### config.mk
export PLATFORM = sky130hd
export DESIGN_NAME = mmcm_drp_sequencer
export DESIGN_NICKNAME = d
export VERILOG_FILES = /design/src/rtl/mmcm_drp_pkg.sv /design/src/rtl/mmcm_drp_sequencer_lock_watch.sv /design/src/rtl/mmcm_drp_sequencer.sv
export SDC_FILE = /design/constraint.sdc
export NUM_CORES = 1
export LEC_CHECK = 0
export BUFFER_PORTS_ARGS = -buffer_cell sky130_fd_sc_hd__buf_2
export CORE_MARGIN = 5
export CORE_UTILIZATION = 60
export DETAILED_ROUTE_END_ITERATION = 8
export GPL_TIMING_DRIVEN = 0
export PLACE_DENSITY = 0.9
export RECOVER_POWER = 100
export SLEW_MARGIN = 20
export SYNTH_ARGS = -nofsm -noshare
export SYNTH_HDL_FRONTEND = slang
export SYNTH_SLANG_ARGS = --single-unit
### constraint.sdc
create_clock -name clk_i -period 4.1 [get_ports clk_i]
set_input_delay 0.205 -clock clk_i [delete_from_list [all_inputs] [get_ports clk_i]]
set_output_delay 0.205 -clock clk_i [all_outputs]
set_load 0.03 [all_outputs]
### src/rtl/mmcm_drp_pkg.sv
// mmcm_drp_pkg: shared types and constants for the MMCM DRP sequencer.
//   drp_entry_t   : one DRP register read-modify-write entry {addr, mask, data}.
//                   Mask bits set to 1 keep the value already in the register.
//   PROFILE_TABLE : DRP entries per clock profile, 100 MHz input, VCO 1000 MHz.
//                   Profile 0 = 50 MHz (CLKOUT0 /20), profile 1 = 25 MHz (/40).
//   state_t       : sequencer states. VRD_* exist only with MMCM_DRP_READBACK_EN.
package mmcm_drp_pkg;

  typedef struct packed {
    logic [6:0]  addr;
    logic [15:0] mask;
    logic [15:0] data;
  } drp_entry_t;

  localparam logic [6:0] CLKOUT0_REG1  = 7'h08;
  localparam logic [6:0] CLKOUT0_REG2  = 7'h09;
  localparam logic [6:0] CLKFBOUT_REG1 = 7'h14;
  localparam logic [6:0] DIVCLK_REG    = 7'h16;

  localparam int TABLE_PROFILES = 2;
  localparam int TABLE_REGS     = 4;

  // CLKOUT0_REG1: high time [11:6], low time [5:0]; bit 12 is reserved and kept.
  // CLKFBOUT mult 10 (5/5), DIVCLK 1 (no_count), identical for both profiles.
  localparam drp_entry_t PROFILE_TABLE [TABLE_PROFILES][TABLE_REGS] = '{
    '{ '{CLKOUT0_REG1,  16'h1000, 16'h028A},
       '{CLKOUT0_REG2,  16'hFC00, 16'h0000},
       '{CLKFBOUT_REG1, 16'h1000, 16'h0145},
       '{DIVCLK_REG,    16'hC000, 16'h1000} },
    '{ '{CLKOUT0_REG1,  16'h1000, 16'h0514},
       '{CLKOUT0_REG2,  16'hFC00, 16'h0000},
       '{CLKFBOUT_REG1, 16'h1000, 16'h0145},
       '{DIVCLK_REG,    16'hC000, 16'h1000} }
  };

  // Profiles beyond the table fall back to the power-on configuration.
  function automatic drp_entry_t profile_entry(input int prof, input int idx);
    drp_entry_t e;
    e = PROFILE_TABLE[0][0];
    for (int p = 0; p < TABLE_PROFILES; p++) begin
      for (int r = 0; r < TABLE_REGS; r++) begin
        if ((prof == p || (prof >= TABLE_PROFILES && p == 0)) && idx == r) begin
          e = PROFILE_TABLE[p][r];
        end
      end
    end
    return e;
  endfunction

  typedef enum logic [3:0] {
    S_IDLE,
    S_RST_ASSERT,
    S_RD_REQ,
    S_RD_WAIT,
    S_WR_REQ,
    S_WR_WAIT,
    S_NEXT,
    S_RST_RELEASE,
    S_WAIT_LOCK,
    S_FINISH
`ifdef MMCM_DRP_READBACK_EN
    ,
    S_VRD_REQ,
    S_VRD_WAIT
`endif
  } state_t;

endpackage

### src/rtl/mmcm_drp_sequencer_lock_watch.sv
// mmcm_lock_watch: MMCM lock synchroniser, debounce and lock timeout counter.
//   clk, rst_n    : input clock, asynchronous active-low reset.
//   locked_async  : raw MMCM locked signal (other clock domain).
//   clear         : restart the timeout counter.
//   enable        : count while waiting for lock.
//   lock_sync     : 2-flop synchronised lock.
//   lock_stable   : synchronised lock high on two consecutive cycles.
//   timeout       : counter reached LOCK_TIMEOUT (held until cleared).
module mmcm_lock_watch #(
  parameter int LOCK_TIMEOUT = 100000
) (
  input  logic clk,
  input  logic rst_n,
  input  logic locked_async,
  input  logic clear,
  input  logic enable,
  output logic lock_sync,
  output logic lock_stable,
  output logic timeout
);

  localparam int CW = $clog2(LOCK_TIMEOUT + 1);

  logic          meta;
  logic          sync;
  logic          sync_d;
  logic [CW-1:0] cnt;

  always_ff @(posedge clk or negedge rst_n) begin
    if (!rst_n) begin
      meta   <= 1'b0;
      sync   <= 1'b0;
      sync_d <= 1'b0;
    end else begin
      meta   <= locked_async;
      sync   <= meta;
      sync_d <= sync;
    end
  end

  // Saturates at LOCK_TIMEOUT so the timeout stays asserted until cleared.
  always_ff @(posedge clk or negedge rst_n) begin
    if (!rst_n) begin
      cnt <= '0;
    end else if (clear) begin
      cnt <= '0;
    end else if (enable && cnt != CW'(LOCK_TIMEOUT)) begin
      cnt <= cnt + CW'(1);
    end
  end

  assign lock_sync   = sync;
  assign lock_stable = sync & sync_d;
  assign timeout     = (cnt == CW'(LOCK_TIMEOUT));

endmodule

### src/rtl/mmcm_drp_sequencer.sv
// mmcm_drp_sequencer: runtime reconfiguration of the system-clock MMCM via DRP.
// Holds the MMCM in reset, read-modify-writes every DRP entry of the selected
// profile, releases reset and waits for lock. Runs on the 100 MHz input clock.
// Ports:
//   clk_i, rst_ni          : input/DRP clock, asynchronous active-low reset.
//   cfg_req_i/profile_i    : reconfiguration request (sampled in IDLE only).
//   cfg_busy_o/done_o/err_o: status; done is a 1-cycle pulse, err is sticky.
//   cur_profile_o          : profile currently active.
//   clk_valid_o            : system clock usable (drives system reset release).
//   drp_*                  : DRP master interface, one transaction at a time.
//   mmcm_rst_o/locked_i    : MMCM reset (active-high) and raw lock.
// Optional build macro MMCM_DRP_READBACK_EN: verify each write with a readback.
module mmcm_drp_sequencer
  import mmcm_drp_pkg::*;
#(
  parameter int NUM_PROFILES     = 2,
  parameter int REGS_PER_PROFILE = 4,
  parameter int LOCK_TIMEOUT     = 100000,
  parameter int DRP_TIMEOUT      = 64,
  localparam int PW = (NUM_PROFILES > 1) ? $clog2(NUM_PROFILES) : 1
) (
  input  logic          clk_i,
  input  logic          rst_ni,
  input  logic          cfg_req_i,
  input  logic [PW-1:0] cfg_profile_i,
  output logic          cfg_busy_o,
  output logic          cfg_done_o,
  output logic          cfg_err_o,
  output logic [PW-1:0] cur_profile_o,
  output logic          clk_valid_o,
  output logic [6:0]    drp_addr_o,
  output logic [15:0]   drp_di_o,
  input  logic [15:0]   drp_do_i,
  output logic          drp_den_o,
  output logic          drp_dwe_o,
  input  logic          drp_drdy_i,
  output logic          mmcm_rst_o,
  input  logic          mmcm_locked_i
);

  localparam int IW = (REGS_PER_PROFILE > 1) ? $clog2(REGS_PER_PROFILE) : 1;
  localparam int DW = $clog2(DRP_TIMEOUT + 1);

  state_t        state;
  state_t        next_state;
  logic [IW-1:0] idx;
  logic [PW-1:0] prof;
  logic [PW-1:0] cur_profile;
  logic [DW-1:0] drp_cnt;
  logic          err;
  logic          done;
  logic          clk_valid;
  logic          mmcm_rst;
  logic [6:0]    drp_addr;
  logic [15:0]   drp_di;
  logic          lock_sync;
  logic          lock_stable;
  logic          lock_timeout;
  logic          req_invalid;
  logic          req_same;
  logic          drp_expired;
  logic          last_entry;
  drp_entry_t    entry;
  drp_entry_t    entry_next;

  assign entry       = profile_entry(int'(prof), int'(idx));
  assign entry_next  = profile_entry(int'(prof), int'(idx) + 1);
  assign req_invalid = (int'(cfg_profile_i) >= NUM_PROFILES);
  assign req_same    = (cfg_profile_i == cur_profile);
  assign drp_expired = (drp_cnt == DW'(DRP_TIMEOUT - 1));
  assign last_entry  = (idx == IW'(REGS_PER_PROFILE - 1));

  mmcm_lock_watch #(
    .LOCK_TIMEOUT(LOCK_TIMEOUT)
  ) u_lock_watch (
    .clk         (clk_i),
    .rst_n       (rst_ni),
    .locked_async(mmcm_locked_i),
    .clear       (state == S_RST_RELEASE),
    .enable      (state == S_WAIT_LOCK),
    .lock_sync   (lock_sync),
    .lock_stable (lock_stable),
    .timeout     (lock_timeout)
  );

  // After reset the sequencer waits for the bitstream configuration to lock.
  always_ff @(posedge clk_i or negedge rst_ni) begin
    if (!rst_ni) begin
      state <= S_WAIT_LOCK;
    end else begin
      state <= next_state;
    end
  end

  always_comb begin
    next_state = state;
    cfg_busy_o = (state != S_IDLE);
    drp_den_o  = 1'b0;
    drp_dwe_o  = 1'b0;
    case (state)
      S_IDLE: begin
        if (cfg_req_i && !req_invalid && !req_same) next_state = S_RST_ASSERT;
      end
      S_RST_ASSERT: next_state = S_RD_REQ;
      S_RD_REQ: begin
        drp_den_o  = 1'b1;
        next_state = S_RD_WAIT;
      end
      S_RD_WAIT: begin
        if (drp_drdy_i)       next_state = S_WR_REQ;
        else if (drp_expired) next_state = S_RST_RELEASE;
      end
      S_WR_REQ: begin
        drp_den_o  = 1'b1;
        drp_dwe_o  = 1'b1;
        next_state = S_WR_WAIT;
      end
      S_WR_WAIT: begin
`ifdef MMCM_DRP_READBACK_EN
        if (drp_drdy_i)       next_state = S_VRD_REQ;
`else
        if (drp_drdy_i)       next_state = S_NEXT;
`endif
        else if (drp_expired) next_state = S_RST_RELEASE;
      end
`ifdef MMCM_DRP_READBACK_EN
      S_VRD_REQ: begin
        drp_den_o  = 1'b1;
        next_state = S_VRD_WAIT;
      end
      S_VRD_WAIT: begin
        if (drp_drdy_i)       next_state = (drp_do_i != drp_di) ? S_RST_RELEASE : S_NEXT;
        else if (drp_expired) next_state = S_RST_RELEASE;
      end
`endif
      S_NEXT:        next_state = last_entry ? S_RST_RELEASE : S_RD_REQ;
      S_RST_RELEASE: next_state = S_WAIT_LOCK;
      S_WAIT_LOCK: begin
        if (lock_stable || lock_timeout) next_state = S_FINISH;
      end
      S_FINISH: next_state = S_IDLE;
      default:  next_state = S_IDLE;
    endcase
  end

  always_ff @(posedge clk_i or negedge rst_ni) begin
    if (!rst_ni) begin
      idx         <= '0;
      prof        <= '0;
      cur_profile <= '0;
      drp_cnt     <= '0;
      err         <= 1'b0;
      done        <= 1'b0;
      clk_valid   <= 1'b0;
      mmcm_rst    <= 1'b0;
      drp_addr    <= '0;
      drp_di      <= '0;
    end else begin
      done <= (next_state == S_FINISH);
      if (next_state == S_RST_RELEASE) mmcm_rst <= 1'b0;
      case (state)
        S_IDLE: begin
          // Lock loss in IDLE only drops clk_valid; no automatic retry.
          if (!lock_sync) clk_valid <= 1'b0;
          if (cfg_req_i) begin
            if (req_invalid) begin
              err  <= 1'b1;
              done <= 1'b1;
            end else if (req_same) begin
              err  <= 1'b0;
              done <= 1'b1;
            end else begin
              err       <= 1'b0;
              prof      <= cfg_profile_i;
              idx       <= '0;
              mmcm_rst  <= 1'b1;
              clk_valid <= 1'b0;
            end
          end
        end
        S_RST_ASSERT: drp_addr <= entry.addr;
        S_RD_REQ, S_WR_REQ: drp_cnt <= '0;
        S_RD_WAIT: begin
          drp_cnt <= drp_cnt + DW'(1);
          if (drp_drdy_i)       drp_di <= (drp_do_i & entry.mask) | (entry.data & ~entry.mask);
          else if (drp_expired) err <= 1'b1;
        end
        S_WR_WAIT: begin
          drp_cnt <= drp_cnt + DW'(1);
          if (!drp_drdy_i && drp_expired) err <= 1'b1;
        end
`ifdef MMCM_DRP_READBACK_EN
        S_VRD_REQ: drp_cnt <= '0;
        S_VRD_WAIT: begin
          drp_cnt <= drp_cnt + DW'(1);
          if (drp_drdy_i) begin
            if (drp_do_i != drp_di) err <= 1'b1;
          end else if (drp_expired) begin
            err <= 1'b1;
          end
        end
`endif
        S_NEXT: begin
          if (!last_entry) begin
            idx      <= idx + IW'(1);
            drp_addr <= entry_next.addr;
          end
        end
        S_WAIT_LOCK: begin
          // An aborted sequence still reports a usable clock but keeps the
          // previous profile number, since the register set is incomplete.
          if (lock_stable) begin
            clk_valid <= 1'b1;
            if (!err) cur_profile <= prof;
          end else if (lock_timeout) begin
            err <= 1'b1;
          end
        end
        default: ;
      endcase
    end
  end

  assign cfg_done_o    = done;
  assign cfg_err_o     = err;
  assign cur_profile_o = cur_profile;
  assign clk_valid_o   = clk_valid;
  assign drp_addr_o    = drp_addr;
  assign drp_di_o      = drp_di;
  assign mmcm_rst_o    = mmcm_rst;

endmodule

# Word-level counts from Yosys, hierarchy flattened
# Index checks and enable logic that the tools add are counted.
# totals
reg_bits	62
latchBits	0
ram_bits	0
rom_bits	0
in_bits	22
output_inout_bits	31
wordCells	147
mem_count	0
# classes
n_addsub	4
multipliers	0
div_mod_pow	0
order_cmp	0
n_eq_ne	30
shift	0
mux	51
n_bitwise	8
reduce_logical	39
# op_table
cell	n
37-bit two-way mux	12
33-bit two-way mux	2
4-bit case mux with 9 select lines	1
17-bit two-way mux	2
16-bit bitwise AND	2
32-bit logical NOT	1
7-bit case mux with 2 select lines	2
4-bit by 3-bit equality test with 1-bit output (second input constant)	5
4-bit two-way mux	5
1-bit two-way mux	19
2-bit != test (second input constant)	9
17-bit by 1-bit adder with 17-bit output (second input constant)	1
17-bit equality test (second input constant)	1
1-bit logical AND	17
17-bit != test (second input constant)	1
16-bit inverter	1
16-bit OR	1
2-bit nonzero test	5
4-bit by 2-bit equality test with 1-bit output (second input constant)	2
4-bit equality test (second input constant)	2
4-bit nonzero test	2
7-bit by 1-bit adder with 7-bit output (second input constant)	1
7-bit by 6-bit equality test with 1-bit output (second input constant)	1
7-bit two-way mux	1
24 further kinds	36

# Depth between registers and ports, before layout
# depth
word_depth	12
ltp_mapped	7
ltp_nobuf	7

# Modules after synthesis
# A second synthesis with hierarchy kept.
# unflattened
hier_cells	305
area_unflattened_um2	2911.5
# modules_own_cells
mod	instances	cells_each	area_per_inst_um2	seq_area_each_um2
mmcm_drp_sequencer	1	201	1870.5	827.0
mmcm_lock_watch	1	104	1041.0	500.5

# Worst setup path after synthesis
# Ideal clock, no wire load.
# synth_timing
path_kind	register to register
from	register state[1]
to	register prof
setup_ns	0.125
t_arrival_ns	1.822
required_ns	3.975
slack_ns	2.153
stages_incl_launch_ff	7
path_buffers	2
period_less_slack_ns	1.947
path_cell_list	dfrtp_1 > buf_2 > buf_2 > nor4_1 > inv_1 > nor2_1 > mux2_2
# synth_via
elab_chain_len	2
# synth_lines
element	line_no	rtl
from (decl)	mmcm_drp_sequencer.sv:44	state_t state;
from (signal assigned)	mmcm_drp_sequencer.sv:91	state <= next_state;
4-bit logical NOT	mmcm_drp_sequencer.sv:161	case (state)
3-bit AND reduction (no line)	n/a	
to (signal assigned)	mmcm_drp_sequencer.sv:174	prof <= cfg_profile_i;
to (decl)	mmcm_drp_sequencer.sv:47	logic [PW-1:0] prof;
# No other way between the ends.
# A chain may end at the register's enable or synchronous reset.

# Final worst setup path
# layout_timing
from	register state[1]
to	register u_lock_watch.cnt[12]
# layout_via
elab_chain_len	3
word_cells_on_any_way	5
classes_between	eq/ne (2); mux (1); reduce/logical (2)
# layout_lines
element	line_no	rtl
4-bit equality test	mmcm_drp_sequencer.sv:80	.enable (state == S_WAIT_LOCK),
1-bit logical AND	mmcm_drp_sequencer_lock_watch.sv:47	end else if (enable && cnt != CW'(LOCK_TIMEOUT)) begin
2-bit nonzero test (no line)	n/a	
to (signal assigned)	mmcm_drp_sequencer_lock_watch.sv:48	cnt <= cnt + CW'(1);
to (decl)	mmcm_drp_sequencer_lock_watch.sv:27	logic [CW-1:0] cnt;
# Parallel ways exist; a longest one is shown, timed or not.

==> results.toml <==
[run_status]
status = "finished clean"

[clock_tree]
cts_made_buffers = 5
clk_pin_slew_ns = 0.10
postCtsSetupRepairBufs = 0
clkLatencyLatePin_ns = 0.31
cts_tree = "built"
cts_sinks = 53
h-tree-depth = 2
clk_path_buf_depth = 2
cts-root-buf = "clkbuf_8"

[sta]
fin_tns_setup_ns = 0
post-route-period-util_pct = 61.4
finalClockSkew_ns = 0.0108
tightestPinTransition_ns = 0.873
hold_viol_final = 0
slew_headroom_pct = 41.0
finalSetupViolCount = 0
max_freq_mhz = 397
post-route-min-period_ns = 2.52
fin_hold_ws_ns = 0.118
drv_slew = 0
rsz0062_at_grt = "false"
fin_ws_ns = 1.58

[worst_setup_path]
worstPathRequired_ns = 4.34
cp_slowest_cell = "nor4b_1"
crit_path_max_fanout = 10
cp-start-kind = "register"
worstSetupEndpointType = "register"
cp_common_cell = "clkbuf_1"
cpPeakStageDelay_ns = 0.80
critPathKind = "reg -> reg"
cp_top_family = "simple AND/OR/NAND/NOR gates"
cp.arrival_ns = 2.76
path_cells = "clkbuf_1 > nor4b_1 > clkbuf_1 > nand3_1 > or3_1 > a21oi_1"
cp_num_buf_inv = 2

[power]
power.static_leakage_nw = 1.45
peakVddDrop_mv = 0.540
power_density_mw_per_mm2 = 655

[finish]
final_core_util_pct = 68.4
antenna_cells = 0
drive_gt1_share_pct = 10.6
fillers = 360
final_nets = 382
instances_no_fill = 404
syn_to_final_growth_pct = 12.6

[placement]
dp_hpwl_um = 4380
gp_congestion = 0.866
io_buffers = 39
place_inst = 394
pre_cts_slack_ns = 2.09

[grt]
grt_pass1_vias = 2405
grt_max_degree = 54
grt_overflow = 0
grt_use_total_pct = 21.0
grt_pass1_wl_um = 10500
antenna_found_initial = 0

[floorplan]
core_area_mm2 = 0.00466
die_x_um = 78.7
die_area_mm2 = 0.00620
ios = 53
fp-row-count = 25
initial_utilization_pct = 60.8
die_h_um = 78.7

[yosys]
synthFlopType = "dfrtp_1"
ys_types = 48
synth_area_mm2 = 0.00283
async_flop_share_pct = 100
netlist_instances = 299
ys_ff_latch = 53
yosysWarnings = 0
yosysSeqAreaShare_pct = 46.9
syn_avg_cell_area_um2 = 9.47
synth_edf_count = 0

[routing]
drc = 0
final_antenna_net_count = 0
viasPerCell = 5.89
drt_iter0_markers = 215
finalWirelength_um = 6040
dr_total_vias = 2379
firstDrtPassIters = 5
wl_per_cell_um = 14.9

[job]
cap_violations = 0

[hold_path]
hold_class = "in -> reg"
==> registers in the layout, indices dropped and copies added (netlist names), 2 cells and up <==
signal            count
u_lock_watch.cnt     17
drp_addr_o            4
drp_di_o             10
state                 4
drp_cnt               7
idx                   2
==> synthesized netlist by cell type, drive strengths merged (5+ instances only) <==
master | instances | area share, %
a21oi | 14 | 2.5
and3 | 5 | 1.1
buf | 13 | 3.2
clkbuf | 6 | 0.79
dfrtp | 52 | 46
ha | 11 | 4.9
inv | 10 | 1.3
mux2 | 5 | 2.0
nand2 | 34 | 4.5
nand3 | 15 | 2.8
nand4 | 8 | 2.2
nor2 | 28 | 3.7
nor2b | 6 | 1.3
o21ai | 28 | 4.9
or3 | 9 | 2.0
xor2 | 9 | 2.8
==> cell usage in the layout (no fill, tap or decap), drive strengths merged, types with 6 or more instances in the layout <==
cell type / netlist / final
dfrtp: 52 / 52
clkbuf: 6 / 43
nand2: 34 / 34
nor2: 28 / 28
o21ai: 28 / 28
buf: 13 / 20
nand3: 15 / 15
a21oi: 14 / 14
ha: 11 / 11
inv: 10 / 10
or3: 9 / 9
xor2: 9 / 9
nand4: 8 / 8
nor2b: 6 / 6
==> tightest hold or removal path: stages <==
cell and delay (ns):
buf_2 0.09, nand2_1 0.04, o21ai_0 0.06
==> power by group <==
group          internal, mW  switching [mW]  total, mW  leakage (nW)
combinational         0.295           0.643      0.938         0.681
clock                 0.242           0.169      0.411        0.0681
sequential            0.643          0.0956      0.739         0.696
total                  1.18           0.907       2.09          1.45
==> kinds of logic after synthesis <==
group,share of synthesized area [%]
AO/OA/AOI/OAI,12.7
adder cells (fa/ha/maj),4.86
other,0.132
multiplexers,3.05
buffers and inverters,5.30
XOR/XNOR,3.40
flip-flops,46.9
AND/OR/NAND/NOR,23.7
==> stage by stage <==
stage                     power [mW]  cell area, um^2
after floorplan                 1.45             2840
after global routing            2.23             3190
after global placement          1.68             3100
after CTS                       2.14             3260
final                           2.09             3190
after detailed placement        1.72             3110
==> cell type report <==
type / count / area [um^2] / share of cell area (%)
inverters: 10 / 37.5 / 1.18
flip-flops and latches: 53 / 1330 / 41.6
well taps: 54 / 67.6 / 2.12
clock buffers: 5 / 68.8 / 2.16
multi-input cells: 219 / 1340 / 41.9
repair buffers: 41 / 183 / 5.73
plain buffers: 19 / 105 / 3.30
clock inverters: 3 / 65.1 / 2.04
==> metal layers <==
layer  vias up  wire (um)  global-route usage, %
met4         0         35                   6.47
met5         -          0                      0
met1      1184       2570                   24.8
met2        45       3170                   37.5
met3         5        258                   5.44
li1       1145          -                      -
==> worst paths after layout <==
check	startpoint	to	slack, ns	cells after the start
worst max-delay path	state[1]	u_lock_watch.cnt[12]	1.58	6
worst min register to register	u_lock_watch.meta	u_lock_watch.lock_sync	0.36	0
worst max register to register	state[1]	u_lock_watch.cnt[12]	1.58	6
worst min-delay path	drp_do_i[14]	drp_di_o[14]	0.12	3
min in group asynchronous	rst_ni	drp_di_o[13]	0.46	2
max in group asynchronous	rst_ni	drp_cnt[3]	3.19	2
==> repair_timing <==
item | in CTS | in global routing
hold endpoints to repair | 53 | 0
hold buffers | 2 | 0
gates resized for setup | 0 | 0
Note: power is estimated with default switching activity, not from simulation.
